===== src/rtl/video_sync_out_pkg.sv =====
// Shared types and defaults for the video output stage.
// Latency: n/a (types and constants only).
// Backpressure: n/a.
package video_sync_out_pkg;

    // 640x480@60 timing, used as parameter defaults by video_sync_out.
    localparam int RGB_SIZE_DEF   = 12;
    localparam int HVA_DEF        = 640;
    localparam int HFP_DEF        = 16;
    localparam int HSP_DEF        = 96;
    localparam int HBP_DEF        = 48;
    localparam int VVA_DEF        = 480;
    localparam int VFP_DEF        = 10;
    localparam int VSP_DEF        = 2;
    localparam int VBP_DEF        = 33;
    localparam int FIFO_DEPTH_DEF = 16;

    // Frame coordinates carried alongside every pixel of the core chain.
    typedef struct packed {
        logic [10:0] hc;
        logic [10:0] vc;
    } vga_fc_t;

    // Stream-to-display alignment states.
    typedef enum logic [1:0] {
        SEEK = 2'd0,
        WAIT = 2'd1,
        RUN  = 2'd2
    } sync_state_t;

    // Bits needed to count 0..n-1 (at least 1).
    function automatic int cnt_w(input int n);
        return (n > 2) ? $clog2(n) : 1;
    endfunction

endpackage


===== src/rtl/video_pixel_fifo.sv =====
// Synchronous first-word-fall-through pixel FIFO.
// Latency: a pushed word is visible on dout the cycle after the push edge.
// Backpressure: full is the caller's ready; push while full and pop while empty are ignored.
// Ports: push/din write side, pop/dout read side (dout valid while !empty), full, empty.
module video_pixel_fifo #(
    parameter int DW    = 13,
    parameter int DEPTH = 16
) (
    input  logic          clk,
    input  logic          rst_n,
    input  logic          push,
    input  logic [DW-1:0] din,
    input  logic          pop,
    output logic [DW-1:0] dout,
    output logic          full,
    output logic          empty
);
    localparam int AW = $clog2(DEPTH);

    // Pointers carry one extra wrap bit so full and empty can be told apart.
    logic [AW:0]   wr_ptr_q, wr_ptr_d;
    logic [AW:0]   rd_ptr_q, rd_ptr_d;
    logic [DW-1:0] mem_q [DEPTH];
    logic          push_ok, pop_ok;

    assign empty = (wr_ptr_q == rd_ptr_q);
    assign full  = (wr_ptr_q[AW] != rd_ptr_q[AW]) &&
                   (wr_ptr_q[AW-1:0] == rd_ptr_q[AW-1:0]);
    assign dout  = mem_q[rd_ptr_q[AW-1:0]];

    always_comb begin
        push_ok  = push && !full;
        pop_ok   = pop && !empty;
        wr_ptr_d = wr_ptr_q + {{AW{1'b0}}, push_ok};
        rd_ptr_d = rd_ptr_q + {{AW{1'b0}}, pop_ok};
    end

    always_ff @(posedge clk) begin
        if (!rst_n) begin
            wr_ptr_q <= '0;
            rd_ptr_q <= '0;
        end else begin
            wr_ptr_q <= wr_ptr_d;
            rd_ptr_q <= rd_ptr_d;
        end
    end

    // Storage needs no reset: only entries between the pointers are ever read.
    always_ff @(posedge clk) begin
        if (push_ok) begin
            mem_q[wr_ptr_q[AW-1:0]] <= din;
        end
    end

endmodule


===== src/rtl/video_sync_out.sv =====
// Last stage of the video chain: buffers the pixel stream and drives VGA sync, de and rgb.
// Latency: all vga_* outputs are registered, one cycle after the counter position they reflect.
// Backpressure: src_rdy = !fifo_full (0 in reset); pixels drain only in active cycles of a locked frame.
// Ports: clk, rst_n (sync, active-low); src_vld/src_rdy/src_fc/src_rgb stream in;
//        vga_hsync/vga_vsync/vga_de/vga_rgb display out; stat_underflow 1-cycle pulse.
module video_sync_out
    import video_sync_out_pkg::*;
#(
    parameter int RGB_SIZE   = RGB_SIZE_DEF,
    parameter int HVA        = HVA_DEF,
    parameter int HFP        = HFP_DEF,
    parameter int HSP        = HSP_DEF,
    parameter int HBP        = HBP_DEF,
    parameter int VVA        = VVA_DEF,
    parameter int VFP        = VFP_DEF,
    parameter int VSP        = VSP_DEF,
    parameter int VBP        = VBP_DEF,
    parameter int FIFO_DEPTH = FIFO_DEPTH_DEF,
    parameter bit SYNC_POL   = 1'b0
) (
    input  logic                clk,
    input  logic                rst_n,
    input  logic                src_vld,
    output logic                src_rdy,
    input  vga_fc_t             src_fc,
    input  logic [RGB_SIZE-1:0] src_rgb,
    output logic                vga_hsync,
    output logic                vga_vsync,
    output logic                vga_de,
    output logic [RGB_SIZE-1:0] vga_rgb,
    output logic                stat_underflow
);
    localparam int HTOT = HVA + HFP + HSP + HBP;
    localparam int VTOT = VVA + VFP + VSP + VBP;
    localparam int HW   = cnt_w(HTOT);
    localparam int VW   = cnt_w(VTOT);
    localparam int DW   = RGB_SIZE + 1;

    logic [HW-1:0]       h_cnt_q, h_cnt_d;
    logic [VW-1:0]       v_cnt_q, v_cnt_d;
    sync_state_t         state_q, state_d;
    logic                rdy_en_q, rdy_en_d;
    logic                hsync_q, hsync_d;
    logic                vsync_q, vsync_d;
    logic                de_q, de_d;
    logic                uf_q, uf_d;
    logic [RGB_SIZE-1:0] rgb_q, rgb_d;

    logic                fifo_push, fifo_pop, fifo_full, fifo_empty;
    logic [DW-1:0]       fifo_din, fifo_dout;
    logic                active, at_origin, frame_end, head_sof;
    logic [RGB_SIZE-1:0] head_rgb;

    // rdy_en_q holds ready low for the reset cycle itself, then frees it.
    assign src_rdy   = rdy_en_q && !fifo_full;
    assign fifo_push = src_vld && src_rdy;
    assign fifo_din  = {(src_fc.hc == '0) && (src_fc.vc == '0), src_rgb};
    assign head_sof  = fifo_dout[DW-1];
    assign head_rgb  = fifo_dout[RGB_SIZE-1:0];

    video_pixel_fifo #(
        .DW    (DW),
        .DEPTH (FIFO_DEPTH)
    ) u_fifo (
        .clk   (clk),
        .rst_n (rst_n),
        .push  (fifo_push),
        .din   (fifo_din),
        .pop   (fifo_pop),
        .dout  (fifo_dout),
        .full  (fifo_full),
        .empty (fifo_empty)
    );

    // Free-running raster counters, independent of the alignment FSM.
    always_comb begin
        h_cnt_d  = h_cnt_q + HW'(1);
        v_cnt_d  = v_cnt_q;
        rdy_en_d = 1'b1;
        if (h_cnt_q == HW'(HTOT - 1)) begin
            h_cnt_d = '0;
            v_cnt_d = (v_cnt_q == VW'(VTOT - 1)) ? '0 : v_cnt_q + VW'(1);
        end
    end

    // Timing decode, alignment FSM and next values of the output registers.
    always_comb begin
        active    = (int'(h_cnt_q) < HVA) && (int'(v_cnt_q) < VVA);
        at_origin = (h_cnt_q == '0) && (v_cnt_q == '0);
        frame_end = (h_cnt_q == HW'(HTOT - 1)) && (v_cnt_q == VW'(VTOT - 1));

        hsync_d  = ((int'(h_cnt_q) >= HVA + HFP) && (int'(h_cnt_q) < HVA + HFP + HSP))
                   ? SYNC_POL : !SYNC_POL;
        vsync_d  = ((int'(v_cnt_q) >= VVA + VFP) && (int'(v_cnt_q) < VVA + VFP + VSP))
                   ? SYNC_POL : !SYNC_POL;
        de_d     = active;
        rgb_d    = '0;
        uf_d     = 1'b0;
        fifo_pop = 1'b0;
        state_d  = state_q;

        case (state_q)
            SEEK: begin
                // Discard everything ahead of the next frame start.
                if (!fifo_empty) begin
                    if (head_sof) state_d  = WAIT;
                    else          fifo_pop = 1'b1;
                end
            end
            WAIT: begin
                if (frame_end) state_d = RUN;
            end
            RUN: begin
                if (active) begin
                    if (fifo_empty) begin
                        uf_d    = 1'b1;
                        state_d = SEEK;
                    end else if (head_sof && !at_origin) begin
                        // Stream is ahead of the display: keep this frame start
                        // for the next display frame.
                        state_d = WAIT;
                    end else begin
                        fifo_pop = 1'b1;
                        rgb_d    = head_rgb;
                    end
                end
            end
            default: state_d = SEEK;
        endcase
    end

    always_ff @(posedge clk) begin
        if (!rst_n) begin
            h_cnt_q  <= '0;
            v_cnt_q  <= '0;
            state_q  <= SEEK;
            rdy_en_q <= 1'b0;
            hsync_q  <= !SYNC_POL;
            vsync_q  <= !SYNC_POL;
            de_q     <= 1'b0;
            rgb_q    <= '0;
            uf_q     <= 1'b0;
        end else begin
            h_cnt_q  <= h_cnt_d;
            v_cnt_q  <= v_cnt_d;
            state_q  <= state_d;
            rdy_en_q <= rdy_en_d;
            hsync_q  <= hsync_d;
            vsync_q  <= vsync_d;
            de_q     <= de_d;
            rgb_q    <= rgb_d;
            uf_q     <= uf_d;
        end
    end

    assign vga_hsync      = hsync_q;
    assign vga_vsync      = vsync_q;
    assign vga_de         = de_q;
    assign vga_rgb        = rgb_q;
    assign stat_underflow = uf_q;

endmodule


===== config.mk =====
export PLATFORM = sky130hd
export DESIGN_NAME = video_sync_out
export DESIGN_NICKNAME = d
export VERILOG_FILES = /design/src/rtl/video_sync_out_pkg.sv /design/src/rtl/video_pixel_fifo.sv /design/src/rtl/video_sync_out.sv
export SDC_FILE = /design/constraint.sdc
export NUM_CORES = 1
export LEC_CHECK = 0
export ABC_CLOCK_PERIOD_IN_PS = 6900
export BUFFER_PORTS_ARGS = -buffer_cell sky130_fd_sc_hd__buf_2
export CAP_MARGIN = 10
export CORE_AREA = 3 3 120 208
export CTS_BUF_LIST = sky130_fd_sc_hd__clkbuf_8
export DETAILED_ROUTE_END_ITERATION = 16
export DIE_AREA = 0 0 123 211
export GPL_TIMING_DRIVEN = 0
export SYNTH_ARGS = -nofsm -noshare
export SYNTH_HDL_FRONTEND = slang
export SYNTH_HIERARCHICAL = 1
export SYNTH_SLANG_ARGS = --single-unit

===== constraint.sdc =====
create_clock -name clk -period 6.9 [get_ports clk]
set_input_delay 0 -clock clk [delete_from_list [all_inputs] [get_ports clk]]
set_output_delay 0 -clock clk [all_outputs]
set_load 0.01 [all_outputs]

Yosys cells after proc, flatten, opt, wreduce, memory -nomap -nowiden --
Memory sizes are Yosys's and may differ from the RTL's. A register that Yosys moved wholly into a read port is not among the register bits. Index checks and enable logic that the tools add are counted.
Word-level totals: bits in registers 49, RAM bits 208, input bits 37, memories kept 1
Memories:
- u_fifo.mem_q | words 16, bits a word 13, read ports 1, clocked after Yosys merged registers in 1, wr ports 1, RTL line video_pixel_fifo.sv:23 | logic [DW-1:0] mem_q [DEPTH];
Cells by class: add/subtract/negate cells 4, order comparisons 6, eq/ne operators 12, muxes and demuxes 21, bitwise operators 3, reduce and logical (&&, ||, !) cells 24
Operator list (count):
- logical NOT 11 bit | 2
- adder 10 x 1 -> 10 bit, second input constant | 2
- == test 10 bit, second input constant | 2
- logical NOT 10 bit | 2
- < comparator 10 bit, second input constant | 2
- < comparator 10 x 9 -> 1 bit, second input constant | 2
- logical AND 1 bit | 12
- two-way mux 2 bit | 6
- two-way mux 1 bit | 11
- adder 5 x 1 -> 5 bit | 2
- greater-or-equal comparator 10 bit, second input constant | 1
- greater-or-equal comparator 10 x 9 -> 1 bit, second input constant | 1
- two-way mux 10 bit | 1
- inequality test 2 bit, second input constant | 4
- one-hot mux 2 bit (3 select lines) | 1
- == test 5 bit | 1
- AND reduction 5 bit | 1
- OR reduction 5 bit | 1
- == test 4 bit | 1
- two-way mux 4 bit | 1
- logical NOT 1 bit | 3
- inequality test 3 bit, second input constant | 1
- NOT 1 bit | 3
- AND reduction 3 bit | 1
- other kinds (6) | 6

Logic depth before layout (Yosys ltp) --
Gate-level depths: netlist of the first run.
word-level depth 11, gate-level depth with buffers 15

Cells and area by module --
Netlist of the first run, hierarchy kept.
Modules (own cells, without submodules):
- video_pixel_fifo | times used 1, cells an instance 470, area each 8733.4 um2
- video_sync_out | times used 1, cells an instance 198, area each 1726.7 um2

Worst setup path after synthesis of the first run --
OpenSTA, ideal clock, no wires.
path type register -> register, start point register u_fifo.wr_ptr_q[1], end point memory u_fifo.mem_q[11][0], enable pin, arrival time 2.794 ns, data required time 6.496 ns, path slack 3.702 ns, stages on the path, launching flop included 11, clock period less this slack 3.198 ns, cell sequence dfxtp_1 > buf_2 > xor2_1 > nor4_1 > buf_2 > and2_1 > nor2b_1 > and2_1 > clkinv_1 > clkbuf_1 > a211oi_1
On the way: longest elaborated chain between the ends 8
Ends and longest elaborated chain:
- start: declaration | RTL line video_pixel_fifo.sv:21 | logic [AW:0] wr_ptr_q, wr_ptr_d;
- start signal: assignment | RTL line video_pixel_fifo.sv:43 | wr_ptr_q <= wr_ptr_d;
- == test 4 bit | RTL line video_pixel_fifo.sv:28 | (wr_ptr_q[AW-1:0] == rd_ptr_q[AW-1:0]);
- logical AND 1 bit | RTL line video_pixel_fifo.sv:27 | assign full = (wr_ptr_q[AW] != rd_ptr_q[AW]) &&
- named net fifo_full | RTL line video_sync_out.sv:49 | logic fifo_push, fifo_pop, fifo_full, fifo_empty;
- logical NOT 1 bit | RTL line video_sync_out.sv:55 | assign src_rdy = rdy_en_q && !fifo_full;
- logical AND 1 bit | RTL line video_sync_out.sv:55
- named net src_rdy | RTL line video_sync_out.sv:24 | output logic src_rdy,
- logical AND 1 bit | RTL line video_sync_out.sv:56 | assign fifo_push = src_vld && src_rdy;
- named net fifo_push | RTL line video_sync_out.sv:49
- logical AND 1 bit | RTL line video_pixel_fifo.sv:32 | push_ok = push && !full;
- two-way mux 1 bit | RTL line video_pixel_fifo.sv:50 | if (push_ok) begin
- two-way mux 1 bit (implied by the code) | RTL line video_pixel_fifo.sv:51 | mem_q[wr_ptr_q[AW-1:0]] <= din;
- end: declaration | RTL line video_pixel_fifo.sv:23
The timed path passes the listed nets, and every way through them passes these cells.

Worst setup path in the final report of the first run --
start point register u_fifo.wr_ptr_q[4], end point register u_fifo.wr_ptr_q[4]
On the way: longest elaborated chain between the ends 7
Ends and longest elaborated chain:
- inequality test 1 bit | RTL line video_pixel_fifo.sv:27
- logical AND 1 bit | RTL line video_pixel_fifo.sv:27
- named net fifo_full | RTL line video_sync_out.sv:49
- logical NOT 1 bit | RTL line video_sync_out.sv:55
- logical AND 1 bit | RTL line video_sync_out.sv:55
- logical AND 1 bit | RTL line video_sync_out.sv:56
- named net fifo_push | RTL line video_sync_out.sv:49
- logical AND 1 bit | RTL line video_pixel_fifo.sv:32
- adder 5 x 1 -> 5 bit | RTL line video_pixel_fifo.sv:34 | wr_ptr_d = wr_ptr_q + {{AW{1'b0}}, push_ok};
The timed path passes the listed nets, and every way through them passes these cells. A chain may end at the register's enable or synchronous reset.

==> results of run 1 <==
-- registers in the layout (all words and copies together), names as in the netlist --
register / count
v_cnt_q: 10
rdy_en_q: 1
u_fifo/rd_ptr_q: 5
vga_de: 1
vga_vsync: 1
u_fifo/mem_q: 208
h_cnt_q: 10
stat_underflow: 1
u_fifo/wr_ptr_q: 5
state_q: 2
vga_hsync: 1
vga_rgb: 12
-- how the worst min path moves through the flow --
stage                               endpoint  slack (ns)
6_report       u_fifo/mem_q[1][10]$_DFFE_PP_        0.19
3_3_place_gp                rdy_en_q$_DFF_P_        0.28
4_1_cts        u_fifo/mem_q[0][10]$_DFFE_PP_        0.14
2_1_floorplan               rdy_en_q$_DFF_P_        0.03
3_5_place_dp                rdy_en_q$_DFF_P_        0.28
5_1_grt         u_fifo/mem_q[1][9]$_DFFE_PP_        0.20
-- where the power goes --
group / total, uW / internal [uW] / switching (uW)
sequential: 1690 / 1680 / 3.80
combinational: 138 / 56.2 / 81.8
clock: 1160 / 610 / 554
total: 2990 / 2350 / 639
-- worst max-delay path, stage by stage, from the launching register on --
cell,delay (ns)
dfxtp_1,0.38
xor2_1,0.85
buf_2,0.42
and2_1,0.17
nor2b_1,0.05
and2_1,0.15
clkinv_1,0.20
clkbuf_1,0.54
a21oi_1,0.10
ha_1,0.23
ha_1,0.20
nand3_1,0.11
xnor2_1,0.06
and2_1,0.15
-- metal layers --
metal	wire length, microns	part of all wire	track usage
met5	0	0	0
met4	523	0.022	0.0608
met3	882	0.038	0.0279
met2	13500	0.58	0.362
met1	8390	0.36	0.198
-- cells in the mapped netlist, types with 16 or more instances --
master	n	area (sq um)
mux4_2	26	586
a211oi_1	16	120
nand3_1	19	95.1
and2_1	17	106
nor2_1	44	165
edfxtp_1	208	6250
nand2_1	17	63.8
mux2i_1	26	260
mux2_2	26	293
dfxtp_1	49	981
nor3_1	19	95.1
inv_1	21	78.8
buf_2	18	90.1
-- metrics by stage --
step	cells	utilization	hold WS (ns)
4_1_cts	1127	0.521	0.143
2_1_floorplan	668	-	0.0277
5_1_grt	1127	0.521	0.196
3_3_place_gp	1025	0.474	0.275
3_5_place_dp	1042	0.484	0.280
6_report	1127	0.521	0.190
-- cell type report --
cell class	count	share of cell area
inverters	22	0.00676
multi-input cells	348	0.242
flip-flops and latches	257	0.592
well taps	304	0.0312
clock inverters	27	0.0111
plain buffers	41	0.0227
repair buffers	85	0.0454
clock buffers	43	0.0485
-- logic make-up after synthesis --
group | Yosys count | synth area share
AND/OR/NAND/NOR | 164 | 0.0813
buffers and inverters | 63 | 0.0343
multiplexers | 78 | 0.109
AO/OA/AOI/OAI | 74 | 0.0549
adder cells (fa/ha/maj) | 8 | 0.00957
XOR/XNOR | 24 | 0.0201
flip-flops | 257 | 0.691
-- timing repair --
action                    CTS  global route
hold endpoints to repair  220             0
hold buffers               15             0
setup buffers               0             0
==> results.toml, run 1 <==
[floorplan]
die_h_microns = 211
die-width_microns = 123
core_area_sq_um = 23400
die-area_sq_um = 26000
rows = 74
io_pins = 54
start_util = 0.447

[placed_design]
pre_cts_slack_ns = 3.22
io_buffers = 53
post-dp-hpwl_microns = 17000
gp_congestion = 0.784
placedInstanceArea_sq_um = 11300

[final_layout]
nNetsFinal = 839
layout_common_cells = "edfxtp_1 (208), buf_2 (71), dfxtp_1 (49)"
multi_input_area_sq_um = 2960
drive_gt1_frac = 0.267
syn_to_final_growth_pct = 16.7
antenna_cells = 0
num-fill-cells = 1991
final_common_cell = "edfxtp_1"
regArea_sq_um = 7230
finish.instance_area_sq_um = 12200

[logic_synthesis]
syn_nets = 713
synth-seq-cells = 257
yosysSeqAreaShare = 0.691
synth-warning-count = 6
syn_avg_cell_area_sq_um = 15.7
synth.distinct_cells = 48
synthFlopType = "edfxtp_1"
syn_area_sq_um = 10500
async_flop_share = 0
synth_edf_count = 208
syn_inst = 668

[global_routing]
grt_max_degree = 17
grt_pass1_vias = 6524
groute.usage.overall = 0.185
antenna_found_initial = 0
overflow = 0
grt_pass1_wl_microns = 36300

[power]
power.leakage_uw = 0.00411
max-vdd-ir-drop_uv = 131
powerDensity_nw_per_um2 = 245
power.total_uw = 2990

[routing]
wl_per_cell_microns = 20.7
dr.first_iter.drc_count = 407
vias_per_cell = 5.46
num_vias = 6157
drcViolationCount = 0
ant_nets = 0
wl_microns = 23300
first_pass_iters = 5

[timing]
setup_viol = 0
max_slew.worst_pin.slew_ns = 1.07
finalClockSkew_ns = 0.0112
drv_slew = 0
period_needed_ns = 3.71
rsz0062_at_grt = "false"
setup_slack_ns = 3.19
max-slew-margin-rel = 0.282
finalCritPeriodShare = 0.538
tns_ns = 0
hold_violations = 0
max_freq_ghz = 0.269

[clock_network]
postCtsResizedCells = 0
cts-root-buf = "clkbuf_8"
clkSlewWorstSetupHoldPaths_ns = 0.06
cts.sinks = 257
clk_latency_ns = 0.52
cts_made_buffers = 39
htreeDepth = 2
cts.path.max_buffers = 3
tritoncts = "yes"

[min_path]
min_path_type = "input port to register"
min_from = "src_vld"
holdPathStages = 4

[setup_path]
r2r_setup_slack_ns = 3.19
r2r-start = "u_fifo/wr_ptr_q[4]$_SDFF_PN0_"
crit_end = "u_fifo/wr_ptr_q[4]$_SDFF_PN0_"
crit_type = "register to register"
rr_worst_depth = 13
startpoint_type = "register"
cp_max_fo = 10
arrival_ns = 4.12
cp_data_required_time_ns = 7.31
r2r_end = "u_fifo/wr_ptr_q[4]$_SDFF_PN0_"
startpoint = "u_fifo/wr_ptr_q[4]$_SDFF_PN0_"
end_kind = "register"

[outcome]
status = "finished, final reports clean"

[job]
cap_viol_max_count = 0
Power figures use the tool's default switching activity.
==> run 2, diff against run 1 <==
Settings changed: ABC_AREA from default to 1, ABC_CLOCK_PERIOD_IN_PS 6900 to 3150, CORE_AREA 3 3 120 208 to 3 3 125 218, DIE_AREA 0 0 123 211 to 0 0 128 221.
Clock period 6.9 ns to 3.15 ns, I/O delays scaled along.
==> run 2 against run 1 <==
Compared with the run above:
- hold slack worse by 0.091 ns
- critical path depth up 3
- combinational power rose to 3.0 times the previous value
- non-clock buffer count down 7
- sequential power up 120%
- final cell count up 51%
- die area up 9.0%
- via count up 34%
- worst setup slack worse by 2.9 ns
- sequential share of layout area down 4.0 points
- critical path type unchanged
- critical endpoint is now u_fifo/rd_ptr_q[4]$_SDFF_PN0_
- highest routed layer unchanged
==> results.toml, run 2 <==
[routing]
wl_per_cell_microns = 16.6
drcViolationCount = 0
dr.first_iter.drc_count = 430
ant_nets = 0
vias_per_cell = 4.84
first_pass_iters = 5
num_vias = 8259
wl_microns = 28300

[power]
p_sw_frac = 0.229
power.total_uw = 6670
powerDensity_nw_per_um2 = 509
power.leakage_uw = 0.00604
p_switching_uw = 1530
comb_power_share = 0.062
p_int_uw = 5140
max-vdd-ir-drop_uv = 438
clkPwrFrac = 0.383
seqPwrFrac = 0.555

[job]
cap_viol_max_count = 0

[clock_network]
clkSlewWorstSetupHoldPaths_ns = 0.06
cts.path.max_buffers = 3
cts_made_buffers = 39
tritoncts = "yes"
clk_latency_ns = 0.56
cts-root-buf = "clkbuf_8"
cts.sinks = 257
htreeDepth = 2

[global_routing]
grt_pass1_wl_microns = 44300
grtUsageMet3 = 0.0329
groute.usage.overall = 0.204
grt_util_met2 = 0.376
grt_max_degree = 17
antenna_found_initial = 0
top_usage_layer = "met2"
overflow = 0
use_met1 = 0.210
grt_pass1_vias = 8575

[floorplan]
io_pins = 54
die_h_microns = 221
die-width_microns = 128
rows = 78
start_util = 0.446
core_area_sq_um = 25800
die-area_sq_um = 28300

[final_layout]
largest_reg_flops = 208
finish.instance_area_sq_um = 13100
final_common_cell = "nand2_1"
syn_to_final_growth_pct = 14.0
antenna_cells = 0
nNetsFinal = 1402
layout_common_cells = "nand2_1 (385), inv_1 (273), edfxtp_1 (208)"
drive_gt1_frac = 0.124

[logic_synthesis]
ys_top_cells_by_count = "nand2_1 (385), inv_1 (254), edfxtp_1 (208), nand3_1 (144), nor2_1 (63)"
syn_nets = 1286
synth_area_leaders = "edfxtp_1 (54%), nand2_1 (13%), dfxtp_1 (8.5%)"
yosysSeqAreaShare = 0.629
synth_edf_count = 208
syn_avg_cell_area_sq_um = 9.26
yosys.area.top_type = "edfxtp_1"
async_flop_share = 0
synth.distinct_cells = 38
synthFlopType = "edfxtp_1"
syn_area_sq_um = 11500
post-synth-top-area-fraction = 0.543
syn_inst = 1241
synth-seq-cells = 257
synth_most_common_cell = "nand2_1"
synth-warning-count = 6

[setup_path]
path_cells = "buf_4, buf_1, nand3_1, nand3_1, nand3_1, nand2_1, nand2_1, nand3_1, o21ai_0, o21ai_0, inv_1, ha_1, ha_1, nand2_1, o21ai_0, a21oi_1"
crit_type = "register to register"
startpoint_type = "register"
slowest_stage = "buf_1"
cp_max_fo = 10
end_kind = "register"
cp_data_required_time_ns = 3.62
cpPeakStageDelay_ns = 0.58
worst_path_most_repeated_cell = "nand3_1"
arrival_ns = 3.33

[timing]
max_freq_ghz = 0.349
max-slew-margin-rel = 0.178
period_needed_ns = 2.87
drv_slew = 0
rsz0062_at_grt = "false"
setup_slack_ns = 0.283
hold_violations = 0
hold_slack_ns = 0.0992
max_slew.worst_pin.slew_ns = 1.23
tns_ns = 0
setup_viol = 0
finalCritPeriodShare = 0.910
finalClockSkew_ns = 0.0272

[placed_design]
gp_congestion = 0.837
pre_cts_slack_ns = 0.172
io_buffers = 53
post-dp-hpwl_microns = 20100
placedInstanceArea_sq_um = 12200

[min_path]
min_path_type = "input port to register"

[outcome]
status = "finished, final reports clean"
==> run 2: worst max-delay path, delay by kind of cell, from the launching register on <==
| family | cells | cell delay [ns] |
|---|---|---|
| fa+ha+maj | 2 | 0.43 |
| compound gates | 4 | 0.41 |
| flops | 1 | 0.33 |
| buf+inv | 3 | 0.84 |
| simple gates | 7 | 0.77 |
==> run 2: final timing paths <==
check                                 from                       endpoint  slack [ns]  cells past startpoint
min reg2reg          h_cnt_q[0]$_SDFF_PP0_          h_cnt_q[0]$_SDFF_PP0_        0.47                      1
max          u_fifo/rd_ptr_q[1]$_SDFF_PN0_  u_fifo/rd_ptr_q[4]$_SDFF_PN0_        0.28                     16
max reg2reg  u_fifo/rd_ptr_q[1]$_SDFF_PN0_  u_fifo/rd_ptr_q[4]$_SDFF_PN0_        0.28                     16
min                                src_vld  u_fifo/mem_q[3][12]$_DFFE_PP_         0.1                      4
==> run 2: area by class of cell <==
type,instances,area [sq um]
fillers,2420,12700
well taps,320,400
inverters,260,976
flip-flops and latches,257,7230
repair buffers,75,468
clock buffers,46,633
plain buffers,44,254
clock inverters,24,91.3
multi-input cells,680,3050
==> run 2: power by group through the flow <==
stage / registers, uW / logic [uW] / clock network (uW)
2_1_floorplan: 3780 / 239 / 0
3_3_place_gp: 3780 / 391 / 0
3_5_place_dp: 3780 / 400 / 0
4_1_cts: 3710 / 415 / 2640
5_1_grt: 3710 / 464 / 2770
6_report: 3710 / 412 / 2560
==> run 2: metrics by stage <==
stage,instances,util
finish,1706,0.509
global route,1706,0.509
global placement,1614,0.472
CTS,1703,0.507
floorplan,1241,-
detailed placement,1618,0.473
==> run 2: cells by family (layout without fill, tap and decap cells) <==
family	Yosys count	count (layout)	share of synthesized area
compound gates	37	37	0.0180
xor+xnor	2	2	0.00152
fa+ha+maj	8	8	0.00871
buf+inv	304	449	0.106
flops	257	257	0.629
simple gates	633	633	0.237
==> run 2: repair_timing <==
action                                  CTS  global route
resized for setup                         0             6
hold buffers                             15             0
endpoints found under the setup margin    0             3
endpoints found under the hold margin   226             0
buffers inserted                          0             0
==> run 2: metal layers <==
layer	part of all wire	vias up
met5	0	-
met4	0.064	0
met3	0.039	81
met2	0.53	209
met1	0.37	3829
li1	-	4140
